**config.mk**
```make
export PLATFORM = sky130hd
export DESIGN_NAME = spi_apb_sequencer_flat
export DESIGN_NICKNAME = d
export VERILOG_FILES = /design/src/rtl/spi_seq_pkg.sv /design/src/rtl/spi_apb_sequencer_if.sv /design/src/rtl/spi_seq_fifo.sv /design/src/rtl/spi_apb_sequencer.sv /design/src/flat_wrapper.sv
export SDC_FILE = /design/constraint.sdc
export NUM_CORES = 1
export LEC_CHECK = 0
export CAP_MARGIN = 20
export CORE_UTILIZATION = 35
export CTS_CLUSTER_DIAMETER = 150
export DETAILED_ROUTE_END_ITERATION = 8
export PLACE_DENSITY = 0.61
export REMOVE_ABC_BUFFERS = 1
export SLEW_MARGIN = 25
export SYNTH_ARGS = -nofsm -noshare
export SYNTH_HDL_FRONTEND = slang
export SYNTH_SLANG_ARGS = --single-unit
```
**constraint.sdc**
```tcl
create_clock -name P_clk -period 3.2 [get_ports P_clk]
set_input_delay 0.96 -clock P_clk [delete_from_list [all_inputs] [get_ports P_clk]]
set_output_delay 0.96 -clock P_clk [all_outputs]
set_load 0.02 [all_outputs]
```
**src/rtl/spi_seq_pkg.sv**
```systemverilog
// spi_seq_pkg
// Shared definitions for the SPI-over-APB byte sequencer:
//   - seq_state_e    : sequencer FSM state encoding
//   - ADDR_W/BYTE_W  : APB address and data widths
//   - DEF_*          : default APB register map of the SPI core
//   - POLL_LIMIT     : status polls allowed when SPI_SEQ_TIMEOUT_EN is defined
//   - is_access()    : true for the APB ACCESS phase states
package spi_seq_pkg;

   localparam int unsigned ADDR_W = 3;
   localparam int unsigned BYTE_W = 8;

   localparam logic [ADDR_W-1:0] DEF_DATA_ADDR   = 3'd5;
   localparam logic [ADDR_W-1:0] DEF_STATUS_ADDR = 3'd3;
   localparam int unsigned       DEF_SPIF_BIT    = 7;

   localparam int unsigned POLL_LIMIT = 255;

   typedef enum logic [2:0] {
      IDLE      = 3'd0,
      WR_SETUP  = 3'd1,
      WR_ACCESS = 3'd2,
      PL_SETUP  = 3'd3,
      PL_ACCESS = 3'd4,
      RD_SETUP  = 3'd5,
      RD_ACCESS = 3'd6
   } seq_state_e;

   function automatic logic is_access(input seq_state_e s);
      return (s == WR_ACCESS) || (s == PL_ACCESS) || (s == RD_ACCESS);
   endfunction

endpackage

```
**src/rtl/spi_apb_sequencer_if.sv**
```systemverilog
// spi_apb_sequencer_if
// Bundles the byte stream handshake, status flags and APB master bus of the
// sequencer.
//   master modport : the sequencer (drives tx_ready, rx_*, busy, err, APB request)
//   slave modport  : the environment (byte source, rx sink, APB completer)
interface spi_apb_sequencer_if;
   import spi_seq_pkg::*;

   logic              tx_valid;
   logic [BYTE_W-1:0] tx_data;
   logic              tx_ready;
   logic              rx_valid;
   logic [BYTE_W-1:0] rx_data;
   logic              busy;
   logic              err;

   logic [ADDR_W-1:0] P_addr;
   logic              P_sel;
   logic              P_enable;
   logic              P_write;
   logic [BYTE_W-1:0] P_wdata;
   logic [BYTE_W-1:0] P_rdata;
   logic              P_ready;
   logic              P_slverr;

   modport master (
      input  tx_valid, tx_data, P_rdata, P_ready, P_slverr,
      output tx_ready, rx_valid, rx_data, busy, err,
             P_addr, P_sel, P_enable, P_write, P_wdata
   );

   modport slave (
      output tx_valid, tx_data, P_rdata, P_ready, P_slverr,
      input  tx_ready, rx_valid, rx_data, busy, err,
             P_addr, P_sel, P_enable, P_write, P_wdata
   );

endinterface

```
**src/rtl/spi_seq_fifo.sv**
```systemverilog
// spi_seq_fifo
// Byte FIFO holding transmit bytes until the sequencer picks them up.
// FIFO_DEPTH must be a power of two (2..16) so the pointers wrap naturally.
// Ports:
//   clk_i, rst_i     : clock, asynchronous active-high reset
//   push_i, data_i   : write request and byte (ignored when full)
//   pop_i            : read request (ignored when empty)
//   data_o           : head byte (valid when not empty)
//   full_o, empty_o  : occupancy flags
//   count_o          : number of stored bytes
module spi_seq_fifo #(
   parameter int unsigned FIFO_DEPTH = 4
) (
   input  logic                        clk_i,
   input  logic                        rst_i,
   input  logic                        push_i,
   input  logic [7:0]                  data_i,
   input  logic                        pop_i,
   output logic [7:0]                  data_o,
   output logic                        full_o,
   output logic                        empty_o,
   output logic [$clog2(FIFO_DEPTH):0] count_o
);

   localparam int unsigned PTR_W = $clog2(FIFO_DEPTH);

   logic [7:0]       mem_q [FIFO_DEPTH];
   logic [PTR_W-1:0] wr_ptr_q, wr_ptr_d;
   logic [PTR_W-1:0] rd_ptr_q, rd_ptr_d;
   logic [PTR_W:0]   count_q, count_d;
   logic             do_push, do_pop;

   assign full_o  = (count_q == (PTR_W+1)'(FIFO_DEPTH));
   assign empty_o = (count_q == '0);
   assign count_o = count_q;
   assign data_o  = mem_q[rd_ptr_q];

   assign do_push = push_i && !full_o;
   assign do_pop  = pop_i && !empty_o;

   always_comb begin
      wr_ptr_d = wr_ptr_q;
      rd_ptr_d = rd_ptr_q;
      count_d  = count_q;
      if (do_push) wr_ptr_d = wr_ptr_q + 1'b1;
      if (do_pop)  rd_ptr_d = rd_ptr_q + 1'b1;
      unique case ({do_push, do_pop})
         2'b10:   count_d = count_q + 1'b1;
         2'b01:   count_d = count_q - 1'b1;
         default: count_d = count_q;
      endcase
   end

   always_ff @(posedge clk_i or posedge rst_i) begin
      if (rst_i) begin
         wr_ptr_q <= '0;
         rd_ptr_q <= '0;
         count_q  <= '0;
      end else begin
         wr_ptr_q <= wr_ptr_d;
         rd_ptr_q <= rd_ptr_d;
         count_q  <= count_d;
      end
   end

   // Storage carries no reset; the empty flag guards its contents.
   always_ff @(posedge clk_i) begin
      if (do_push) mem_q[wr_ptr_q] <= data_i;
   end

endmodule

```
**src/rtl/spi_apb_sequencer.sv**
```systemverilog
// spi_apb_sequencer
// Takes bytes from an upstream valid/ready stream, queues them, and for each
// byte runs three APB transfers against an SPI core: write DATA, poll STATUS
// until the transfer-complete flag is set, read DATA back. The byte read back
// is presented as a one-cycle rx_valid pulse. Any slave error aborts the
// current byte and sets a sticky err flag.
// Ports:
//   P_clk, P_rst : clock, asynchronous active-high reset
//   bus          : spi_apb_sequencer_if.master (tx stream, rx pulse, busy/err,
//                  APB master request and completer response)
// Optional feature: define SPI_SEQ_TIMEOUT_EN to bound status polling; the
// 255th poll without the flag set raises err and drops the byte.
module spi_apb_sequencer
   import spi_seq_pkg::*;
#(
   parameter int unsigned       FIFO_DEPTH  = 4,
   parameter logic [ADDR_W-1:0] DATA_ADDR   = DEF_DATA_ADDR,
   parameter logic [ADDR_W-1:0] STATUS_ADDR = DEF_STATUS_ADDR,
   parameter int unsigned       SPIF_BIT    = DEF_SPIF_BIT
) (
   input logic                 P_clk,
   input logic                 P_rst,
   spi_apb_sequencer_if.master bus
);

   localparam int unsigned CNT_W = $clog2(FIFO_DEPTH) + 1;

   seq_state_e        state_q, state_d;
   logic              push, pop;
   logic              fifo_full, fifo_empty;
   logic [BYTE_W-1:0] fifo_head;
   logic [CNT_W-1:0]  fifo_count;
   logic [BYTE_W-1:0] hold_q;
   logic              rx_valid_q;
   logic [BYTE_W-1:0] rx_data_q;
   logic              err_q;
   logic              rx_load, err_set;
   logic              spif, poll_expired;

   logic              apb_sel, apb_enable, apb_write;
   logic [ADDR_W-1:0] apb_addr;
   logic [BYTE_W-1:0] apb_wdata;

   // A full FIFO refuses the push even when the sequencer pops in that cycle.
   assign push = bus.tx_valid && !fifo_full;
   assign spif = bus.P_rdata[SPIF_BIT];

   spi_seq_fifo #(
      .FIFO_DEPTH (FIFO_DEPTH)
   ) u_fifo (
      .clk_i   (P_clk),
      .rst_i   (P_rst),
      .push_i  (push),
      .data_i  (bus.tx_data),
      .pop_i   (pop),
      .data_o  (fifo_head),
      .full_o  (fifo_full),
      .empty_o (fifo_empty),
      .count_o (fifo_count)
   );

`ifdef SPI_SEQ_TIMEOUT_EN
   logic [7:0] poll_cnt_q, poll_cnt_d;

   // Counter holds the number of failed polls for the current byte.
   assign poll_expired = (poll_cnt_q == 8'(POLL_LIMIT - 1));

   always_comb begin
      poll_cnt_d = poll_cnt_q;
      if (state_q == WR_ACCESS && state_d == PL_SETUP)
         poll_cnt_d = '0;
      else if (state_q == PL_ACCESS && bus.P_ready && !bus.P_slverr && !spif)
         poll_cnt_d = poll_cnt_q + 8'd1;
   end

   always_ff @(posedge P_clk or posedge P_rst) begin
      if (P_rst) poll_cnt_q <= '0;
      else       poll_cnt_q <= poll_cnt_d;
   end
`else
   assign poll_expired = 1'b0;
`endif

   // State register
   always_ff @(posedge P_clk or posedge P_rst) begin
      if (P_rst) state_q <= IDLE;
      else       state_q <= state_d;
   end

   // Next state
   always_comb begin
      state_d = state_q;
      pop     = 1'b0;
      rx_load = 1'b0;
      err_set = 1'b0;
      unique case (state_q)
         IDLE: begin
            if (!fifo_empty) begin
               pop     = 1'b1;
               state_d = WR_SETUP;
            end
         end
         WR_SETUP: state_d = WR_ACCESS;
         WR_ACCESS: begin
            if (bus.P_ready) begin
               if (bus.P_slverr) begin
                  err_set = 1'b1;
                  state_d = IDLE;
               end else begin
                  state_d = PL_SETUP;
               end
            end
         end
         PL_SETUP: state_d = PL_ACCESS;
         PL_ACCESS: begin
            if (bus.P_ready) begin
               if (bus.P_slverr || (!spif && poll_expired)) begin
                  err_set = 1'b1;
                  state_d = IDLE;
               end else if (spif) begin
                  state_d = RD_SETUP;
               end else begin
                  state_d = PL_SETUP;
               end
            end
         end
         RD_SETUP: state_d = RD_ACCESS;
         RD_ACCESS: begin
            if (bus.P_ready) begin
               if (bus.P_slverr) begin
                  err_set = 1'b1;
               end else begin
                  rx_load = 1'b1;
               end
               state_d = IDLE;
            end
         end
         default: state_d = IDLE;
      endcase
   end

   // APB request outputs
   always_comb begin
      apb_sel   = 1'b0;
      apb_write = 1'b0;
      apb_addr  = '0;
      apb_wdata = '0;
      unique case (state_q)
         WR_SETUP, WR_ACCESS: begin
            apb_sel   = 1'b1;
            apb_write = 1'b1;
            apb_addr  = DATA_ADDR;
            apb_wdata = hold_q;
         end
         PL_SETUP, PL_ACCESS: begin
            apb_sel  = 1'b1;
            apb_addr = STATUS_ADDR;
         end
         RD_SETUP, RD_ACCESS: begin
            apb_sel  = 1'b1;
            apb_addr = DATA_ADDR;
         end
         default: ;
      endcase
      apb_enable = is_access(state_q);
   end

   // Byte in flight; only meaningful outside IDLE, so no reset.
   always_ff @(posedge P_clk) begin
      if (pop) hold_q <= fifo_head;
   end

   always_ff @(posedge P_clk or posedge P_rst) begin
      if (P_rst) begin
         rx_valid_q <= 1'b0;
         rx_data_q  <= '0;
         err_q      <= 1'b0;
      end else begin
         rx_valid_q <= rx_load;
         if (rx_load) rx_data_q <= bus.P_rdata;
         if (err_set) err_q <= 1'b1;
      end
   end

   assign bus.tx_ready = !fifo_full;
   assign bus.rx_valid = rx_valid_q;
   assign bus.rx_data  = rx_data_q;
   assign bus.busy     = (state_q != IDLE) || (fifo_count != '0);
   assign bus.err      = err_q;
   assign bus.P_sel    = apb_sel;
   assign bus.P_enable = apb_enable;
   assign bus.P_write  = apb_write;
   assign bus.P_addr   = apb_addr;
   assign bus.P_wdata  = apb_wdata;

endmodule
```
**src/flat_wrapper.sv**
```systemverilog
// flat-port wrapper written by rule: the top's interface ports become plain ports
module spi_apb_sequencer_flat import spi_seq_pkg::*;
#(
   parameter int unsigned       FIFO_DEPTH  = 4,
   parameter logic [ADDR_W-1:0] DATA_ADDR   = DEF_DATA_ADDR,
   parameter logic [ADDR_W-1:0] STATUS_ADDR = DEF_STATUS_ADDR,
   parameter int unsigned       SPIF_BIT    = DEF_SPIF_BIT
)
  (P_clk, P_rst, bus_tx_valid, bus_tx_data, bus_P_rdata, bus_P_ready, bus_P_slverr, bus_tx_ready, bus_rx_valid, bus_rx_data, bus_busy, bus_err, bus_P_addr, bus_P_sel, bus_P_enable, bus_P_write, bus_P_wdata);
  spi_apb_sequencer_if bus_i ();
  input logic P_clk;
  input logic P_rst;
  input wire logic [$bits(bus_i.tx_valid)-1:0] bus_tx_valid;
  input wire logic [$bits(bus_i.tx_data)-1:0] bus_tx_data;
  input wire logic [$bits(bus_i.P_rdata)-1:0] bus_P_rdata;
  input wire logic [$bits(bus_i.P_ready)-1:0] bus_P_ready;
  input wire logic [$bits(bus_i.P_slverr)-1:0] bus_P_slverr;
  output wire logic [$bits(bus_i.tx_ready)-1:0] bus_tx_ready;
  output wire logic [$bits(bus_i.rx_valid)-1:0] bus_rx_valid;
  output wire logic [$bits(bus_i.rx_data)-1:0] bus_rx_data;
  output wire logic [$bits(bus_i.busy)-1:0] bus_busy;
  output wire logic [$bits(bus_i.err)-1:0] bus_err;
  output wire logic [$bits(bus_i.P_addr)-1:0] bus_P_addr;
  output wire logic [$bits(bus_i.P_sel)-1:0] bus_P_sel;
  output wire logic [$bits(bus_i.P_enable)-1:0] bus_P_enable;
  output wire logic [$bits(bus_i.P_write)-1:0] bus_P_write;
  output wire logic [$bits(bus_i.P_wdata)-1:0] bus_P_wdata;
  assign bus_i.tx_valid = bus_tx_valid;
  assign bus_i.tx_data = bus_tx_data;
  assign bus_i.P_rdata = bus_P_rdata;
  assign bus_i.P_ready = bus_P_ready;
  assign bus_i.P_slverr = bus_P_slverr;
  assign bus_tx_ready = bus_i.tx_ready;
  assign bus_rx_valid = bus_i.rx_valid;
  assign bus_rx_data = bus_i.rx_data;
  assign bus_busy = bus_i.busy;
  assign bus_err = bus_i.err;
  assign bus_P_addr = bus_i.P_addr;
  assign bus_P_sel = bus_i.P_sel;
  assign bus_P_enable = bus_i.P_enable;
  assign bus_P_write = bus_i.P_write;
  assign bus_P_wdata = bus_i.P_wdata;
  spi_apb_sequencer #(.FIFO_DEPTH(FIFO_DEPTH), .DATA_ADDR(DATA_ADDR), .STATUS_ADDR(STATUS_ADDR), .SPIF_BIT(SPIF_BIT)) u_core (.P_clk(P_clk), .P_rst(P_rst), .bus(bus_i));
endmodule
```
Word level (Yosys, flattened, before mapping)
Memory sizes are Yosys's and may differ from the RTL's. A register that Yosys moved wholly into a read port is not among the register bits.
Index checks and enable logic that the tools add are counted.
{"block": "classes", "add_sub_neg": 4, "multipliers": 0, "div_mod_pow": 0, "magnitude_cmp": 0, "n_eq_ne": 13, "shifts": 0, "muxes": 23, "n_bitwise": 0, "reduce_logical": 19}
{"op": "$pmux W3 S7", "count": 1}
{"op": "$mux W3", "count": 6}
{"op": "$eq A3 B3 Y1 const B", "count": 4}
{"op": "$mux W1", "count": 12}
{"op": "$pmux W3 S2", "count": 2}
{"op": "$mux W8", "count": 1}
{"op": "$ne A2 B2 Y1 const B", "count": 4}
{"op": "$eq A3 B2 Y1 const B", "count": 2}
{"op": "$logic_not A3 Y1", "count": 2}
{"op": "$reduce_bool A3 Y1", "count": 2}
{"op": "$reduce_or A6 Y1", "count": 1}
{"op": "$add A2 B1 Y2 const B", "count": 2}
{"op": "$reduce_and A4 Y1", "count": 1}
{"op": "$reduce_or A2 Y1", "count": 2}
{"op": "$reduce_or A4 Y1", "count": 1}
{"op": "$add A3 B1 Y3 const B", "count": 1}
{"op": "$eq A3 B1 Y1 const B", "count": 1}
{"op": "$logic_and A1 B1 Y1", "count": 3}
{"op": "$logic_or A1 B1 Y1", "count": 3}
{"op": "$reduce_or A3 Y1", "count": 1}
{"op": "$sub A3 B1 Y3 const B", "count": 1}
{"op": "$eq A2 B1 Y1 const B", "count": 1}
{"op": "$eq A2 B2 Y1 const B", "count": 1}
{"op": "$logic_not A1 Y1", "count": 2}
{"op": "2 further kinds", "count": 2}
{"block": "totals", "reg_bits": 20, "latch_bits": 0, "ram_bits": 32, "rom_bits": 0, "input_bits": 21, "output_inout_bits": 26, "wordCells": 67, "n_memories": 1}
{"memory": "u_core.u_fifo.mem_q", "words": 4, "word_bits": 8, "rd": 1, "rd_clocked_by_memory_dff": 1, "write_ports": 1, "line": "spi_seq_fifo.sv:27", "rtl": "logic [7:0] mem_q [FIFO_DEPTH];"}

Logic depth before layout (Yosys ltp)
{"block": "depth", "depth_word": 6, "mapped_depth": 9, "depth_no_buf": 9}

By module
A second synthesis with hierarchy kept.
{"block": "hier_totals", "cells_unflattened": 155, "hier_area_um2": 2523.7}
{"mod": "spi_seq_fifo", "n_inst": 1, "cells_each": 80, "area_each_um2": 1596.5, "seq_area_each_um2": 1136.1}
{"mod": "spi_apb_sequencer", "n_inst": 1, "cells_each": 75, "area_each_um2": 927.1, "seq_area_each_um2": 565.5}

Worst setup path before layout
No wires, ideal clock.
{"block": "synth_timing", "path_type": "reg-to-output", "from": "register u_core.state_q[1]", "to": "output bus_P_wdata[0]", "arrival_ps": 1592, "required_time_ps": 2240, "path_slack_ps": 648, "stages_incl_launch_ff": 5, "n_path_buf": 1, "cell_sequence": "dfrtp_1 xor2_1 nor2b_1 clkbuf_1 and2_1"}
{"block": "synth_via", "elab_chain_cells": 3, "elab_cells_between_ends": 4, "classes_between": "eq/ne (2); mux (1); reduce/logical (1)"}
{"element": "from (decl)", "line": "spi_apb_sequencer.sv:28", "rtl": "seq_state_e state_q, state_d;"}
{"element": "from (signal assigned)", "line": "spi_apb_sequencer.sv:87", "rtl": "else state_q <= state_d;"}
{"element": "$eq A3 B1 Y1 or $eq A3 B2 Y1 (tied branches)", "line": "spi_apb_sequencer.sv:148", "rtl": "unique case (state_q)"}
{"element": "$reduce_or A2 Y1 *"}
{"element": "$mux W8 *", "line": "spi_apb_sequencer.sv:148"}
{"element": "to (decl)", "line": "flat_wrapper.sv:27", "rtl": "output wire logic [$bits(bus_i.P_wdata)-1:0] bus_P_wdata;"}
Every way passes the cells marked *; elsewhere a longest branch is shown, timed or not.

Worst setup path after layout
{"block": "layout_timing", "from": "register u_core.state_q[0]", "to": "output bus_P_wdata[0]"}
The elaborated chain is that of the path after synthesis.

==> impl_results.md <==
* Final Hold Viols at 0
* Maximum vdd drop at 0.0004532 V
* Synth Cell Area at between 2000 and 3000 um2
* PnR worst setup slack at 0.1831 ns
* DIE AREA at 7492 um2
* CTS Sinks at 60
* Ys Warns at 0
* Worst Hold Class: reg -> reg
* Vias in the first global route at ~1300
* Pre-CTS WS at 0.4207 ns
* GR Util All Layers at 12.77%
* Final Cell Area at 3291 um2
* RSZ-0062 raised after global routing: false
* Largest net degree at the start of global routing at 21
* Setup TNS at 0 ns
* Relative slew slack at 48.01%
* Synth cell count leaders: 40 x edfxtp_1, 20 x dfrtp_1, 9 x inv_1, 9 x mux2_2
* WS Path Type: reg -> out
* Post-DP HPWL at 2837 um
* Crit-path cells: xor2_2 -> nor2b_1 -> buf_4 -> and2_1 -> clkdlybuf4s50_1
* Ports at 47
* Min-delay src: u_core.bus.err$_DFFE_PP0P_
* Vias per cell at around 4.5
* Layout overhead on the synthesized area at 31.50%
* Max cap viols at 0
* Ranking of synthesized cells by area: edfxtp_1 48%, dfrtp_1 20%, mux4_2 7.2%
* Routed Antenna Nets at 0
* Slowest stage delay, CP at 0.60 ns
* Setup bufs post-CTS at 0
* Diode count at 0
* Hold Path End: u_core.bus.err$_DFFE_PP0P_
* Fin nets at 235
* Dominant cell type by area after synthesis: edfxtp_1
* Post-Place Cells at approximately 290
* Startpoint Class: register
* GRT overflow at 0
* Min cycle time layout at 3.017 ns
* # port buffers at 46
* CP arrival at about 2 ns
* Async SR Flop Fraction at 33.33%
* Worst r2r src: u_core.state_q[2]$_DFFE_PP0P_
* DR pass1 iterations at 4
* Worst R2R End: u_core.u_fifo.count_o[2]$_DFFE_PP0P_
* Total CTS buffers at 9
* Crit path max fanout at 12
* Die span in x at 86.56 um
* Final instance count without filler cells at approximately 300
* Synth unique cells at 34
* Status: completed
* Most common cell in the netlist: edfxtp_1
* Ratio of cells with drive above 1 in the final layout at between 10% and 20%
* Slowest stage cell, crit path: clkdlybuf4s50_1
* Critical path endpoint category: output pin
* Post-synth top flop: edfxtp_1
* Reg-to-reg slack, setup at 0.85 ns
* Crit share post-route at 94.28%
* Register area share after synthesis at 68.00%
* # DRC at 0
* Post-synthesis cell count at 154
* Clk Latency, worst-skew pair at 0.34 ns
* Placer Congestion at approximately 0.73
* PD cells at 1024 nW/um2
* Drt total wl at approximately 4200 um
* Final setup vio count at 0
* Via count at 1378
* Worst-path clk slew at 0.07 ns
* H-tree levels at 3
* DP Area at 3075 um2
* Starting Density at a little over a third
* Initial antenna violation count at 0
* Hold depth at 1
* Avg WL per Cell at 13.45 um
* Synth Register Bits at 60
* Pleak at 0.001261 uW
* Worst Path Required at between 2 and 2.5 ns
* Hold_ws at 0.4738 ns
* Mapped Avg Cell Area at 16.25 um2
* Slew Limit Fails at 0
* Clock root buffer: clkbuf_8
* EDFF count, synth at 40
* Core Area at 6832 um2
* Clk_skew at between 0.007 and 0.008 ns
* Global-route wire length before repair at around 6800 um
* Least-Margin Pin Slew at 0.7790 ns
* TritonCTS clock tree: yes
* Synth top area share at between 40% and 50%
* Peak Freq at 331.5 MHz
* Rows at 30
* Reg2Reg Depth at 10
* Die Ht at around 87 um
* Max Root-Sink Buffers at 2
* Initial DRC count at 68
metal layers:
metal / vias to the layer above / wire length [um] / track usage (%)
li1: 666 / - / -
met4: 0 / 94 / 6.364
met3: 8 / 157 / 4.857
met5: - / 0 / 0
met1: 676 / 1899 / 16.99
met2: 28 / 2004 / 18.33
through the flow:
| step | power [uW] | utilization [%] |
|---|---|---|
| after floorplan | 2088 | - |
| after global placement | 2671 | 45.02 |
| after detailed placement | 2686 | 45.02 |
| after CTS | 3406 | 48.04 |
| after global routing | 3578 | 48.17 |
| final | 3369 | 48.17 |
final cells by class:
| class | count | area, um2 |
|---|---|---|
| Fill cell | 614 | 3541 |
| Sequential cell | 60 | 1703 |
| Multi-Input combinational cell | 78 | 737.0 |
| Timing Repair Buffer | 50 | 490.5 |
| Clock buffer | 10 | 127.6 |
| Tap cell | 96 | 120.1 |
| Clock inverter | 6 | 78.83 |
| Inverter | 9 | 33.78 |
timing repair:
action / in CTS / in global routing
resized for setup: 0 / 2
endpoints found under the setup margin: 0 / 8
hold buffers: 0 / 0
placed cells by master (no fill, tap or decap), types with 5 or more instances in the layout:
master           netlist  layout
and2_1                 8       8
and3_1                 5       5
clkbuf_8               0       9
clkdlybuf4s50_1        0      46
dfrtp_1               20      19
edfxtp_1              40      40
ha_1                   5       5
inv_1                  9       9
mux2_2                 9       9
mux4_2                 8       8
nand2_1                6       6
nor2_1                 7       7
xor2_1                 6       5
registers in the layout (all words and copies together), names as in the netlist, 2 cells and up:
| name | flops |
|---|---|
| u_core.bus.rx_data | 8 |
| u_core.hold_q | 8 |
| u_core.state_q | 3 |
| u_core.u_fifo.count_o | 3 |
| u_core.u_fifo.mem_q | 32 |
| u_core.u_fifo.rd_ptr_q | 2 |
| u_core.u_fifo.wr_ptr_q | 2 |
critical path, delay by kind of cell, from the launching register on:
| family | cells | cell delay (ns) |
|---|---|---|
| buf+inv | 2 | 0.76 |
| flops | 1 | 0.49 |
| simple gates | 2 | 0.28 |
| xor+xnor | 1 | 0.18 |
how the worst max path moves through the flow:
| stage | depth (start not counted) | startpoint | endpoint |
|---|---|---|---|
| 2_1_floorplan | 3 | u_core.state_q[1]$_DFFE_PP0P_ | bus_P_wdata[0] |
| 3_3_place_gp | 5 | u_core.state_q[0]$_DFFE_PP0P_ | bus_P_wdata[0] |
| 3_5_place_dp | 5 | u_core.state_q[0]$_DFFE_PP0P_ | bus_P_wdata[0] |
| 4_1_cts | 5 | u_core.state_q[0]$_DFFE_PP0P_ | bus_P_wdata[0] |
| 5_1_grt | 5 | u_core.state_q[0]$_DFFE_PP0P_ | bus_P_wdata[0] |
| 6_report | 5 | u_core.state_q[0]$_DFFE_PP0P_ | bus_P_wdata[0] |
power breakdown:
| part | total (uW) | internal, uW | leakage (uW) | switching, uW |
|---|---|---|---|---|
| clock | 715 | 430 | 0.0000990 | 285 |
| sequential | 1310 | 1130 | 0.000608 | 179 |
| combinational | 1350 | 706 | 0.000554 | 641 |
| total | 3370 | 2260 | 0.00126 | 1100 |
logic make-up (layout without fill, tap and decap cells):
kind of cell / count (synthesis) / after routing / synth area share [%]
flops: 60 / 60 / 68.00
mux: 18 / 18 / 11.65
xor+xnor: 8 / 8 / 2.800
fa+ha+maj: 7 / 7 / 3.700
buf+inv: 16 / 75 / 2.850
compound gates: 7 / 7 / 2.000
simple gates: 38 / 38 / 9.001
No activity file was read; power rests on OpenSTA's default activity.
